**src/rtl/de4_sopc_edge_event_pkg.sv**
```systemverilog
// de4_sopc_edge_event_pkg: edge_sel encoding, parameter range limits and event decode
package de4_sopc_edge_event_pkg;

   typedef enum logic [1:0] {
      NONE = 2'b00,
      RISE = 2'b01,
      FALL = 2'b10,
      BOTH = 2'b11
   } edge_mode_t;

   localparam int WIDTH_MIN = 1;
   localparam int WIDTH_MAX = 32;
   localparam int SYNC_MIN  = 0;
   localparam int SYNC_MAX  = 3;
   localparam int PULSE_MIN = 1;
   localparam int PULSE_MAX = 255;

   function automatic logic edge_event(edge_mode_t mode, logic sampled, logic prev);
      return (mode == BOTH) ? (sampled ^ prev) :
             (mode == RISE) ? (sampled & ~prev) :
             (mode == FALL) ? (~sampled & prev) : 1'b0;
   endfunction

endpackage

```
**src/rtl/de4_sopc_edge_event_channel.sv**
```systemverilog
// de4_sopc_edge_event_channel: one channel of sync, edge decode, retriggerable pulse and sticky flag
// Sticky flag compiled in only with DE4_SOPC_EDGE_EVENT_STICKY_EN.
module de4_sopc_edge_event_channel
   import de4_sopc_edge_event_pkg::*;
#(
   parameter int SYNC_STAGES = 2,
   parameter int PULSE_LEN   = 1
) (
   input  logic       clock,
   input  logic       reset_n,
   input  logic       data_in,
   input  logic [1:0] edge_sel,
   input  logic       status_clr,
   output logic       data_out,
   output logic       status
);

   localparam int CW = $clog2(PULSE_LEN + 1);

   logic          w_sampled;
   logic          w_event;
   logic          r_prev;
   logic [CW-1:0] r_cnt;

   generate
      if (SYNC_STAGES == 0) begin : g_nosync
         assign w_sampled = data_in;
      end else begin : g_sync
         logic [SYNC_STAGES-1:0] r_sync;
         always_ff @(posedge clock or negedge reset_n)
            if (!reset_n) r_sync <= '0;
            else          r_sync <= (r_sync << 1) | SYNC_STAGES'(data_in);
         assign w_sampled = r_sync[SYNC_STAGES-1];
      end
   endgenerate

   assign w_event = edge_event(edge_mode_t'(edge_sel), w_sampled, r_prev);

   // an event always reloads the full length, so retriggers extend the pulse
   always_ff @(posedge clock or negedge reset_n)
      if (!reset_n) begin
         r_prev <= 1'b0;
         r_cnt  <= '0;
      end else begin
         r_prev <= w_sampled;
         r_cnt  <= w_event ? CW'(PULSE_LEN) : (r_cnt != '0) ? r_cnt - CW'(1) : r_cnt;
      end

   assign data_out = |r_cnt;

`ifdef DE4_SOPC_EDGE_EVENT_STICKY_EN
   logic r_status;
   always_ff @(posedge clock or negedge reset_n)
      if (!reset_n) r_status <= 1'b0;
      else          r_status <= w_event | (r_status & ~status_clr);
   assign status = r_status;
`else
   logic w_unused_clr;
   assign w_unused_clr = status_clr;
   assign status       = 1'b0;
`endif

endmodule

```
**src/rtl/de4_sopc_edge_event_unit.sv**
```systemverilog
// de4_sopc_edge_event_unit: WIDTH independent edge-to-pulse channels with sticky status and irq
// Status/irq logic compiled in only with DE4_SOPC_EDGE_EVENT_STICKY_EN.
module de4_sopc_edge_event_unit
   import de4_sopc_edge_event_pkg::*;
#(
   parameter int WIDTH       = 8,
   parameter int SYNC_STAGES = 2,
   parameter int PULSE_LEN   = 1
) (
   input  logic               clock,
   input  logic               reset_n,
   input  logic [WIDTH-1:0]   data_in,
   input  logic [2*WIDTH-1:0] edge_sel,
   output logic [WIDTH-1:0]   data_out,
   output logic [WIDTH-1:0]   status,
   input  logic [WIDTH-1:0]   status_clr,
   input  logic [WIDTH-1:0]   irq_en,
   output logic               irq
);

   generate
      for (genvar i = 0; i < WIDTH; i++) begin : g_ch
         de4_sopc_edge_event_channel #(
            .SYNC_STAGES(SYNC_STAGES),
            .PULSE_LEN  (PULSE_LEN)
         ) u_ch (
            .clock     (clock),
            .reset_n   (reset_n),
            .data_in   (data_in[i]),
            .edge_sel  (edge_sel[2*i +: 2]),
            .status_clr(status_clr[i]),
            .data_out  (data_out[i]),
            .status    (status[i])
         );
      end
   endgenerate

`ifdef DE4_SOPC_EDGE_EVENT_STICKY_EN
   logic r_irq;
   always_ff @(posedge clock or negedge reset_n)
      if (!reset_n) r_irq <= 1'b0;
      else          r_irq <= |(status & irq_en);
   assign irq = r_irq;
`else
   logic w_unused_irq_en;
   assign w_unused_irq_en = ^irq_en;
   assign irq             = 1'b0;
`endif

endmodule

```
**config.mk**
```make
export PLATFORM = sky130hd
export DESIGN_NAME = de4_sopc_edge_event_unit
export DESIGN_NICKNAME = d
export VERILOG_FILES = /design/src/rtl/de4_sopc_edge_event_pkg.sv /design/src/rtl/de4_sopc_edge_event_channel.sv /design/src/rtl/de4_sopc_edge_event_unit.sv
export SDC_FILE = /design/constraint.sdc
export NUM_CORES = 1
export LEC_CHECK = 0
export ABC_AREA = 1
export CORE_MARGIN = 1
export CORE_UTILIZATION = 42
export CTS_CLUSTER_DIAMETER = 30
export DETAILED_ROUTE_END_ITERATION = 10
export PLACE_DENSITY = 0.8
export SLEW_MARGIN = 5
export SYNTH_ARGS = -nofsm -noshare
export SYNTH_HDL_FRONTEND = slang
export SYNTH_SLANG_ARGS = --single-unit
```
**constraint.sdc**
```tcl
create_clock -name clock -period 1.24 [get_ports clock]
set_input_delay 0.31 -clock clock [delete_from_list [all_inputs] [get_ports clock]]
set_output_delay 0.31 -clock clock [all_outputs]
set_load 0.02 [all_outputs]
```
==> results of run 1 <==
-- cells in the final DEF (no fill, tap or decap) --
master           count
ha_1                16
buf_12               1
nand3_1             32
clkbuf_4             5
dfrtp_1             32
clkdlybuf4s50_1     25
buf_2                8
conb_1               9
clkbuf_1             2
inv_1               40
clkbuf_8             1
-- what timing repair did --
action	in CTS	in global routing
gates resized for setup	32	0
endpoints found under the setup margin	8	0
hold buffers	0	0
-- path summary, 6_finish.rpt --
path | to | depth (start not counted) | startpoint | slack (ns)
min in group clock | g_ch[6].u_ch.g_sync.r_sync[1]$_DFF_PN0_ | 0 | g_ch[6].u_ch.g_sync.r_sync[0]$_DFF_PN0_ | 0.36
worst min-delay path | g_ch[0].u_ch.g_sync.r_sync[0]$_DFF_PN0_ | 2 | reset_n | 0.34
worst max register to register | g_ch[1].u_ch.data_out$_DFF_PN0_ | 5 | g_ch[1].u_ch.g_sync.r_sync[1]$_DFF_PN0_ | 0.21
worst max-delay path | data_out[1] | 1 | g_ch[1].u_ch.data_out$_DFF_PN0_ | 0.09
worst min register to register | g_ch[6].u_ch.g_sync.r_sync[1]$_DFF_PN0_ | 0 | g_ch[6].u_ch.g_sync.r_sync[0]$_DFF_PN0_ | 0.36
max in group asynchronous | g_ch[7].u_ch.g_sync.r_sync[1]$_DFF_PN0_ | 2 | reset_n | 0.73
-- cells by family after synthesis --
family	Yosys count
AND/OR/NAND/NOR	32
buffers and inverters	57
adder cells (fa/ha/maj)	16
flip-flops	32
other	1
-- layout make-up --
class / instances / area [um^2]
repair buffers: 34 / 310
multi-input cells: 57 / 394
flip-flops and latches: 32 / 801
well taps: 44 / 55.1
inverters: 40 / 150
clock buffers: 8 / 58.8
fillers: 295 / 1380
-- metal layers --
layer | vias to the layer above | routed length, um | part of all wire (%) | global-route usage, %
met5 | - | 0 | 0 | 0
met4 | 0 | 25 | 1.1 | 4.87
met3 | 3 | 138 | 6.3 | 4.69
met2 | 35 | 1230 | 56 | 28.6
met1 | 434 | 816 | 37 | 12.9
li1 | 460 | - | - | -
-- power by group --
group          switching [uW]  internal (uW)  leakage (uW)
clock network             313            280     0.0000326
logic                     155            133      0.000575
registers                27.0           1100      0.000383
total                     495           1520      0.000991
-- per-stage QoR --
stage	power [uW]	worst slack [ns]	util [%]
CTS	2060	0.0645	56.1
floorplan	1330	0.333	-
detailed placement	1470	0.0220	55.5
global placement	1440	0.0319	55.5
global route	2130	0.0476	56.1
finish	2010	0.0921	56.1
-- state kept, by name, indices dropped and copies added, names as in the netlist --
signal,flops
g_ch.u_ch.r_prev,8
g_ch.u_ch.g_sync.r_sync,16
g_ch.u_ch.data_out,8
==> summary.md, run 1 <==
| Metric | Value |
|---|---|
| HPWL Detailed | 1750 um |
| Arr. time, crit path | 0.84 ns |
| Number of warnings issued by yosys | 0 |
| Clk slew on worst S/H paths | 0.09 ns |
| Die ar. | 0.00367 mm^2 |
| Count of vias placed by the detailed router | 932 |
| Crit Path Class | register to output port |
| Biggest area contributors in the synthesized netlist | dfrtp_1, ha_1, nand3_1 |
| Total DRC errors in the routed layout | 0 |
| # setup viols final | 0 |
| Kind of cell adding the most delay to the critical path | flip-flops |
| Via-per-instance ratio | 4.33 |
| Number of pins exceeding their max-slew limit in the final report | 0 |
| Static Leakage | 0.000991 uW |
| Routability-driven placement congestion ratio | 0.666 |
| Number of violations of the max-capacitance limit | 0 |
| Area share of and/or/nand/nor cells after synthesis | 11.1% |
| Final TNS setup | 0 ns |
| Standard-cell rows | 20 |
| Syn Area/Cell | 10.5 um^2 |
| Vertical extent of the die | 60.6 um |
| Worst-Skew Late Latency | 0.31 ns |
| Wire length of the first global-routing pass | 3690 um |
| Starting density of the core | 45.8% |
| EDFF count, synth | 0 |
| Clock skew after layout | 0.00302 ns |
| Result of the run | completed |
| Clock tree from TritonCTS | built |
| Critical path buffers and inverters | 1 |
| Hold WS | 0.340 ns |
| Share of the yosys chip area belonging to registers | 55.5% |
| I/O pin total | 59 |
| Cell type contributing the most total cell area after synthesis | dfrtp_1 |
| Post-CTS Setup Inserts | 0 |
| Post-route cell area | 0.00177 mm^2 |
| Instance area after placement | 0.00175 mm^2 |
| FMAX | 871 MHz |
| Post-detailed-route count of antenna-violating nets | 0 |
| Highest cell delay on the worst timing path | 0.37 ns |
| Layout area overhead | 22.6% |
| Compound-Gate Fraction of Synth Area | 0% |
| Die span in x | 60.6 um |
| Final count of hold timing violations | 0 |
| Initial antenna violation count | 0 |
| Most numerous cell types in the synthesized netlist | inv_1, dfrtp_1, nand3_1 |
| Master cell of the clock root buffer | clkbuf_4 |
| Pre-Repair DR Iteration Count | 4 |
| Chain of cells forming the critical path | buf_2 |
| Unrepaired setup endpoints after global routing | false |
| Core outline area | 0.00315 mm^2 |
| Top-area cell type share of the netlist area | 55.5% |
| Max Root-Sink Buffers | 2 |
| Commonest register cell after synthesis | dfrtp_1 |
| Slowest stage cell, crit path | dfrtp_1 |
| Synth async-reset ratio | 100% |
| Adder-cell share of the synthesized area | 13.9% |
| Peak supply drop | 0.990 mV |
| Distinct cells, synth | 6 |
| Final period demand of the worst path | 1.15 ns |
| Violation count after the first detailed-route iteration | 6 |
| Largest net degree at the start of global routing | 33 |
| Final net count | 228 |
| Antenna cells | 0 |
| Instance count after placement with tap cells included | 207 |
| GRT Resource Usage Total | 14.2% |
| Deepest level of the CTS H-tree | 2 |
| Wirelength, routed | 2210 um |
| Combined area of all synthesized cells | 0.00144 mm^2 |
| CP required | 0.93 ns |
| #FFs+latches synth | 32 |
| Number of buffers inserted during clock tree synthesis | 5 |
| Most frequent cell after synthesis | inv_1 |
| Routed length per placed instance | 10.3 um |
| Count of input and output buffers | 33 |
| Post-route insts no fill | 215 |
| Critical path launch point type | register |
| Fraction of final layout cells sized beyond drive strength 1 | 8.77% |
| Min-Delay Path Class | primary input to async pin |
| Parity-gate share of the synthesized area counting xor and xnor cells | 0% |
| Main combinational cell family by area after synthesis | buffers and inverters |
| Fraction of synthesized area in multiplexers | 0% |
| Clock Sink Count | 32 |
| Power density over the cells | 1140 mW/mm^2 |
| GRT Residual Overflow | 0 |
| Final cycle utilization of the critical path | 92.6% |
| Number of global-route vias before repair | 946 |
| Number of instances in the synthesized netlist | 138 |
| Maximum fanout along the worst path | 1 |
| Nature of the critical path endpoint | output port |
No activity file was read; power rests on OpenSTA's default activity.
==> run 2: changes to the inputs <==
--- a/config.mk
+++ b/config.mk
@@ -7,11 +7,12 @@
 export LEC_CHECK = 0
 export ABC_AREA = 1
 export CORE_MARGIN = 1
-export CORE_UTILIZATION = 42
+export CORE_UTILIZATION = 45
 export CTS_CLUSTER_DIAMETER = 30
 export DETAILED_ROUTE_END_ITERATION = 10
-export PLACE_DENSITY = 0.8
-export SLEW_MARGIN = 5
+export MAX_ROUTING_LAYER = met4
+export PLACE_DENSITY = 0.85
+export SLEW_MARGIN = 20
 export SYNTH_ARGS = -nofsm -noshare
 export SYNTH_HDL_FRONTEND = slang
 export SYNTH_SLANG_ARGS = --single-unit
==> constraint.sdc (replaced) <==
create_clock -name clock -period 1.4 [get_ports clock]
set_input_delay 0.35 -clock clock [delete_from_list [all_inputs] [get_ports clock]]
set_output_delay 0.35 -clock clock [all_outputs]
set_load 0.02 [all_outputs]
==> run 2 against run 1 <==
  * Final area rose by 1.8%
  * Total power fell by 11%
  * Flip-flop and latch count did not move
  * Critical path type unchanged
  * Largest power group unchanged
  * Highest routed layer unchanged
==> summary.md, run 2 (synthesis gave the netlist of run 1 again) <==
| Metric | Value |
|---|---|
| Crit Path Class | register to output port |
| Instance area after placement | 0.00175 mm^2 (unchanged) |
| HPWL Detailed | 1650 um (-6.0%) |
| Standard-cell rows | 20 (unchanged) |
| Startpoint of the most critical hold path | g_ch[1].u_ch.g_sync.r_sync[0]$_DFF_PN0_ |
| Number of inserted filler cells in the final layout | 269 (-8.8%) |
| Routability-driven placement congestion ratio | 0.675 (+1.4%) |
| Final TNS setup | 0 ns (unchanged) |
| Setup ws final | 0.0496 ns (-0.0425 ns) |
| Number of buffers inserted during clock tree synthesis | 5 (unchanged) |
| Power density over the cells | 991 mW/mm^2 (-13%) |
| Peak supply drop | 0.638 mV (-36%) |
| Count of vias placed by the detailed router | 932 (unchanged) |
| Slowest stage cell, crit path | dfrtp_1 |
| Static Leakage | 0.00101 uW (+1.4%) |
| Arr. time, crit path | 1.00 ns (+0.16 ns) |
| Number of violations of the max-capacitance limit | 0 (unchanged) |
| Violation count after the first detailed-route iteration | 10 (+4) |
| Most frequent cells in the layout | inv_1, nand3_1, dfrtp_1 |
| Worst reg2reg endpoint | g_ch[6].u_ch.data_out$_DFF_PN0_ |
| Internal power | 1350 uW (-11%) |
| Post-route cell area | 0.00180 mm^2 (+1.8%) |
| Setup slack after placement | 0.127 ns (+0.105 ns) |
| Register with the highest flop count | g_ch.u_ch.g_sync.r_sync |
| Worst-Skew Late Latency | 0.32 ns (about the same) |
| Number of buffers added to fix hold violations after cts | 0 (unchanged) |
| Result of the run | completed |
| Share of power burned in the clock network | 29.3% (-0.2 points) |
| Register-to-register setup slack | 0.38 ns (+0.17 ns) |
| Beginning of the worst register-to-register path | g_ch[6].u_ch.g_sync.r_sync[1]$_DFF_PN0_ |
| Clk slew on worst S/H paths | 0.09 ns (about the same) |
| Nature of the critical path endpoint | output port |
| Final count of hold timing violations | 0 (unchanged) |
| Total DRC errors in the routed layout | 0 (unchanged) |
| Final total power | 1780 uW (-11%) |
| Chain of cells forming the critical path | dlygate4sd2_1 |
| Die span in x | 58.6 um (-3.3%) |
| Kind of cell adding the most delay to the critical path | flip-flops |
| Starting density of the core | 47.3% (+1.5 points) |
| Antenna cells | 0 (unchanged) |
| CP required | 1.05 ns (+0.12 ns) |
| GRT Residual Overflow | 0 (unchanged) |
| Core outline area | 0.00305 mm^2 (-3.2%) |
| Pre-Repair DR Iteration Count | 5 (+1) |
| Worst hold path endpoint | g_ch[1].u_ch.g_sync.r_sync[1]$_DFF_PN0_ |
| Critical path launch point type | register |
| Via-per-instance ratio | 4.33 (unchanged) |
| Number of flip-flops in the largest register | 16 (unchanged) |
| Clock tree from TritonCTS | built |
| Max Root-Sink Buffers | 2 (unchanged) |
| Fraction of final layout cells sized beyond drive strength 1 | 4.09% (-4.7 points) |
| # setup viols final | 0 (unchanged) |
| Proportion of total power due to net switching | 24.4% (-0.20 points) |
| Deepest level of the CTS H-tree | 2 (unchanged) |
| Final cycle utilization of the critical path | 96.5% |
| Routed length per placed instance | 9.89 um (-3.6%) |
| GRT Resource Usage Total | 14.9% (+0.74 points) |
| I/O pin total | 59 (unchanged) |
| Number of global-route vias before repair | 939 (-0.74%) |
| Number of pins exceeding their max-slew limit in the final report | 0 (unchanged) |
| Depth of the most critical reg-to-reg path | 5 (unchanged) |
| Master cell of the clock root buffer | clkbuf_4 |
| Maximum fanout along the worst path | 1 (unchanged) |
| Largest net degree at the start of global routing | 33 (unchanged) |
| Clock skew after layout | 0.00628 ns (+0.00326 ns) |
| Post-CTS Setup Inserts | 0 (unchanged) |
| Wire length of the first global-routing pass | 3610 um (-2.2%) |
| Die ar. | 0.00344 mm^2 (-6.4%) |
| Unrepaired setup endpoints after global routing | false |
| Hold WS | 0.355 ns (+0.0155 ns) |
| Vertical extent of the die | 58.6 um (-3.3%) |
| Clock Sink Count | 32 (unchanged) |
| FMAX | 741 MHz |
| Critical path buffers and inverters | 1 (unchanged) |
| Most common cell after layout, fill and taps aside | inv_1 |
| Highest cell delay on the worst timing path | 0.37 ns (about the same) |
| Post-detailed-route count of antenna-violating nets | 0 (unchanged) |
| Wirelength, routed | 2130 um (-3.6%) |
| Min-Delay Path Class | register to register |
| Share of power burned in registers | 56.2% (about the same) |
| Count of input and output buffers | 33 (unchanged) |
| Fraction of power consumed by combinational cells | 14.6% (+0.3 points) |
| Number of instances on the worst hold path | 0 |
| Final net count | 228 (unchanged) |
| NetSw | 435 uW (-12%) |
| Layout area overhead | 24.8% |
| Initial antenna violation count | 0 (unchanged) |
| Final period demand of the worst path | 1.35 ns |
-- run 2: changes by cell type in the layout (fill, tap and decap cells not counted), sizes merged --
cell | previous run | this run
clkdlybuf4s15 | 0 | 1
dlygate4sd2 | 0 | 7
buf | 9 | 1
-- run 2: worst max-delay path by stage --
stage,startpoint,endpoint,slack (ns),depth (start not counted)
CTS,g_ch[6].u_ch.data_out$_DFF_PN0_,data_out[6],0.02,1
floorplan,g_ch[0].u_ch.g_sync.r_sync[1]$_DFF_PN0_,g_ch[0].u_ch.data_out$_DFF_PN0_,0.49,5
global route,g_ch[4].u_ch.data_out$_DFF_PN0_,data_out[4],0.002,1
global placement,g_ch[6].u_ch.data_out$_DFF_PN0_,data_out[6],0.15,1
finish,g_ch[4].u_ch.data_out$_DFF_PN0_,data_out[4],0.05,1
detailed placement,g_ch[6].u_ch.data_out$_DFF_PN0_,data_out[6],0.13,1
-- run 2: metal layers --
metal	track usage [%]	part of all wire [%]	vias to the layer above
li1	-	-	452
met1	14.2	41	446
met2	27.4	52	30
met3	4.62	5.4	4
met4	6.46	1.4	0
met5	-	0	-
-- run 2: area by class of cell --
cell class	instances	area [um^2]	share of cell area [%]
Clock buffer	8	58.8	3.27
Inverter	40	150	8.34
Multi-Input combinational cell	57	394	21.9
Sequential cell	32	801	44.5
Tap cell	44	55.1	3.06
Timing Repair Buffer	34	342	19.0
-- run 2: power groups by stage --
stage / sequential, uW / clock (uW) / combinational (uW)
2_1_floorplan: 1010 / 0 / 162
3_3_place_gp: 1020 / 0 / 262
3_5_place_dp: 1020 / 0 / 276
4_1_cts: 1000 / 544 / 264
5_1_grt: 1010 / 583 / 293
6_report: 1000 / 522 / 260
-- run 2: stage by stage --
| step | util [%] | instances |
|---|---|---|
| 5_1_grt | 59.0 | 215 |
| 3_5_place_dp | 57.3 | 207 |
| 6_report | 59.0 | 215 |
| 2_1_floorplan | - | 146 |
| 3_3_place_gp | 57.3 | 207 |
| 4_1_cts | 58.9 | 215 |
-- run 2: timing repair --
action | CTS | global route
setup endpoints to repair | 8 | 1
gates cloned | 0 | 0
gates resized for setup | 8 | 1
==> run 3: changes to the inputs <==
--- a/config.mk
+++ b/config.mk
@@ -7,11 +7,11 @@
 export LEC_CHECK = 0
 export ABC_AREA = 1
 export CORE_MARGIN = 1
-export CORE_UTILIZATION = 45
+export CORE_UTILIZATION = 44
 export CTS_CLUSTER_DIAMETER = 30
 export DETAILED_ROUTE_END_ITERATION = 10
 export MAX_ROUTING_LAYER = met4
-export PLACE_DENSITY = 0.85
+export PLACE_DENSITY = 0.84
 export SLEW_MARGIN = 20
 export SYNTH_ARGS = -nofsm -noshare
 export SYNTH_HDL_FRONTEND = slang
==> run 3 against run 2 <==
  * Critical path depth stayed put
  * Fmax is 0.23% lower
  * Sequential power hardly changed
  * Register-to-register slack better by 0.02 ns
  * Flip-flop and latch count stayed put
  * Combinational power hardly changed
  * Largest cell class unchanged
  * Non-clock buffer count stayed put
  * Wire length is 3.0% higher
==> summary.md, run 3 (synthesis gave the netlist of run 1 again) <==
| Metric | Value |
|---|---|
| Result of the run | completed |
| Final count of hold timing violations | 0 (unchanged) |
| Min-Delay Path Class | register to register |
| Post-detailed-route count of antenna-violating nets | 0 (unchanged) |
| Static Leakage | 0.000998 uW (-0.72%) |
| Final period demand of the worst path | 1.35 ns (+0.00310 ns) |
| Total DRC errors in the routed layout | 0 (unchanged) |
| Final total power | 1700 uW (-5.0%) |
| Count of input and output buffers | 33 (unchanged) |
| Final net count | 228 (unchanged) |
| Most frequent cells in the layout | inv_1, nand3_1, dfrtp_1 |
| Via-per-instance ratio | 4.38 (+0.98%) |
| Core outline area | 0.00308 mm^2 (+0.82%) |
| Master cell of the clock root buffer | clkbuf_4 |
| Routed length per placed instance | 10.3 um (+4.4%) |
| Number of inserted filler cells in the final layout | 259 (-3.7%) |
| Crit Path Class | register to output port |
| Kind of cell adding the most delay to the critical path | flip-flops |
| Vertical extent of the die | 59.3 um (+1.1%) |
| Clock Sink Count | 32 (unchanged) |
| Routability-driven placement congestion ratio | 0.642 (-5.0%) |
| Clock skew after layout | 0.00309 ns (-0.00319 ns) |
| Power density over the cells | 953 mW/mm^2 (-3.8%) |
| Number of pins exceeding their max-slew limit in the final report | 0 (unchanged) |
| Slowest stage cell, crit path | dfrtp_1 |
| HPWL Detailed | 1710 um (+3.8%) |
| Number of buffers inserted during clock tree synthesis | 5 (unchanged) |
| Nature of the critical path endpoint | output port |
| GRT Residual Overflow | 0 (unchanged) |
| Starting density of the core | 46.9% (-0.38 points) |
| Highest cell delay on the worst timing path | 0.37 ns (about the same) |
| Peak supply drop | 0.523 mV (-18%) |
| Wirelength, routed | 2190 um (+3.0%) |
| I/O pin total | 59 (unchanged) |
| Final cycle utilization of the critical path | 96.7% (+0.22 points) |
| Initial antenna violation count | 0 (unchanged) |
| Worst-Skew Late Latency | 0.32 ns (about the same) |
| CP required | 1.05 ns (about the same) |
| Count of vias placed by the detailed router | 928 (-0.43%) |
| Violation count after the first detailed-route iteration | 14 (+4) |
| Number of global-route vias before repair | 973 (+3.6%) |
| Post-route insts no fill | 212 (-1.4%) |
| FMAX | 739 MHz (-0.23%) |
| GRT Resource Usage Total | 15.5% (+0.58 points) |
| Max Root-Sink Buffers | 2 (unchanged) |
| Die ar. | 0.00351 mm^2 (+2.2%) |
| Chain of cells forming the critical path | dlygate4sd2_1 |
| Wire length of the first global-routing pass | 3760 um (+4.2%) |
| Antenna cells | 0 (unchanged) |
| Post-Route Utilization | 57.8% (-1.2 points) |
| Pre-Repair DR Iteration Count | 4 (-1) |
| Instance count after placement with tap cells included | 207 (unchanged) |
| Final TNS setup | 0 ns (unchanged) |
| Post-CTS Setup Inserts | 0 (unchanged) |
| # setup viols final | 0 (unchanged) |
| Clk slew on worst S/H paths | 0.08 ns (about the same) |
| Largest net degree at the start of global routing | 33 (unchanged) |
| Critical path launch point type | register |
| Register with the highest flop count | g_ch.u_ch.g_sync.r_sync |
| Standard-cell rows | 20 (unchanged) |
| Unrepaired setup endpoints after global routing | false |
| Die span in x | 59.3 um (+1.1%) |
| Maximum fanout along the worst path | 1 (unchanged) |
| Clock tree from TritonCTS | built |
| Critical path buffers and inverters | 1 (unchanged) |
| Most common cell after layout, fill and taps aside | inv_1 |
| Hold WS | 0.355 ns (-0.000522 ns) |
| Deepest level of the CTS H-tree | 2 (unchanged) |
| Number of violations of the max-capacitance limit | 0 (unchanged) |
| Layout area overhead | 23.2% |
| Fraction of final layout cells sized beyond drive strength 1 | 3.57% (-0.52 points) |
| Number of flip-flops in the largest register | 16 (unchanged) |
| Arr. time, crit path | 1.00 ns (about the same) |
run 3: cell types whose count changed in the layout (fill, tap and decap cells not counted), sizes merged:
cell,before,now
clkbuf,8,5
clkdlybuf4s15,1,0
dlygate4sd2,7,8
run 3: layout make-up:
| cell class | instances | area [um^2] | area share [%] |
|---|---|---|---|
| Clock buffer | 5 | 37.5 | 2.11 |
| Inverter | 40 | 150 | 8.44 |
| Multi-Input combinational cell | 57 | 394 | 22.2 |
| Sequential cell | 32 | 801 | 45.0 |
| Tap cell | 44 | 55.1 | 3.10 |
| Timing Repair Buffer | 34 | 340 | 19.1 |
run 3: power by group:
part	internal [uW]	switching [uW]	leakage (uW)
Clock	167	269	0.0000230
Sequential	978	22.2	0.000383
Combinational	122	137	0.000591
run 3: worst reg2reg max path, cell delays in order (launching register included):
cell and delay, ns:
dfrtp_1 0.39, inv_1 0.06, ha_1 0.27, inv_1 0.04
nand3_1 0.05, nand3_1 0.08
run 3: path summary, 6_finish.rpt:
check | from | to | slack (ns) | cells after the start
min | g_ch[5].u_ch.g_sync.r_sync[0]$_DFF_PN0_ | g_ch[5].u_ch.g_sync.r_sync[1]$_DFF_PN0_ | 0.35 | 0
min in group asynchronous | reset_n | g_ch[4].u_ch.data_out$_DFF_PN0_ | 0.38 | 2
max | g_ch[2].u_ch.data_out$_DFF_PN0_ | data_out[2] | 0.05 | 1
max in group asynchronous | reset_n | g_ch[0].u_ch.r_prev$_DFF_PN0_ | 0.85 | 2
min reg2reg | g_ch[5].u_ch.g_sync.r_sync[0]$_DFF_PN0_ | g_ch[5].u_ch.g_sync.r_sync[1]$_DFF_PN0_ | 0.35 | 0
max reg2reg | g_ch[2].u_ch.g_sync.r_sync[1]$_DFF_PN0_ | g_ch[2].u_ch.data_out$_DFF_PN0_ | 0.40 | 5
run 3: through the flow:
step / cell area, um^2 / worst slack (ns)
final: 1780 / 0.0466
after global routing: 1780 / 0.00388
after CTS: 1780 / 0.0249
after detailed placement: 1750 / 0.135
after global placement: 1750 / 0.145
after floorplan: 1470 / 0.493
run 3: layer usage:
layer,vias to the layer above,share of wire [%],track usage [%]
met5,-,0,-
met4,0,1.9,9.18
met3,5,7.2,4.80
met2,34,53,28.1
met1,436,38,13.9
li1,453,-,-
run 3: repair_timing:
item | 4_1_cts | 5_1_grt
hold buffers | 0 | 0
hold endpoints to repair | 0 | 0
gates resized for setup | 8 | 0
setup endpoints to repair | 8 | 0
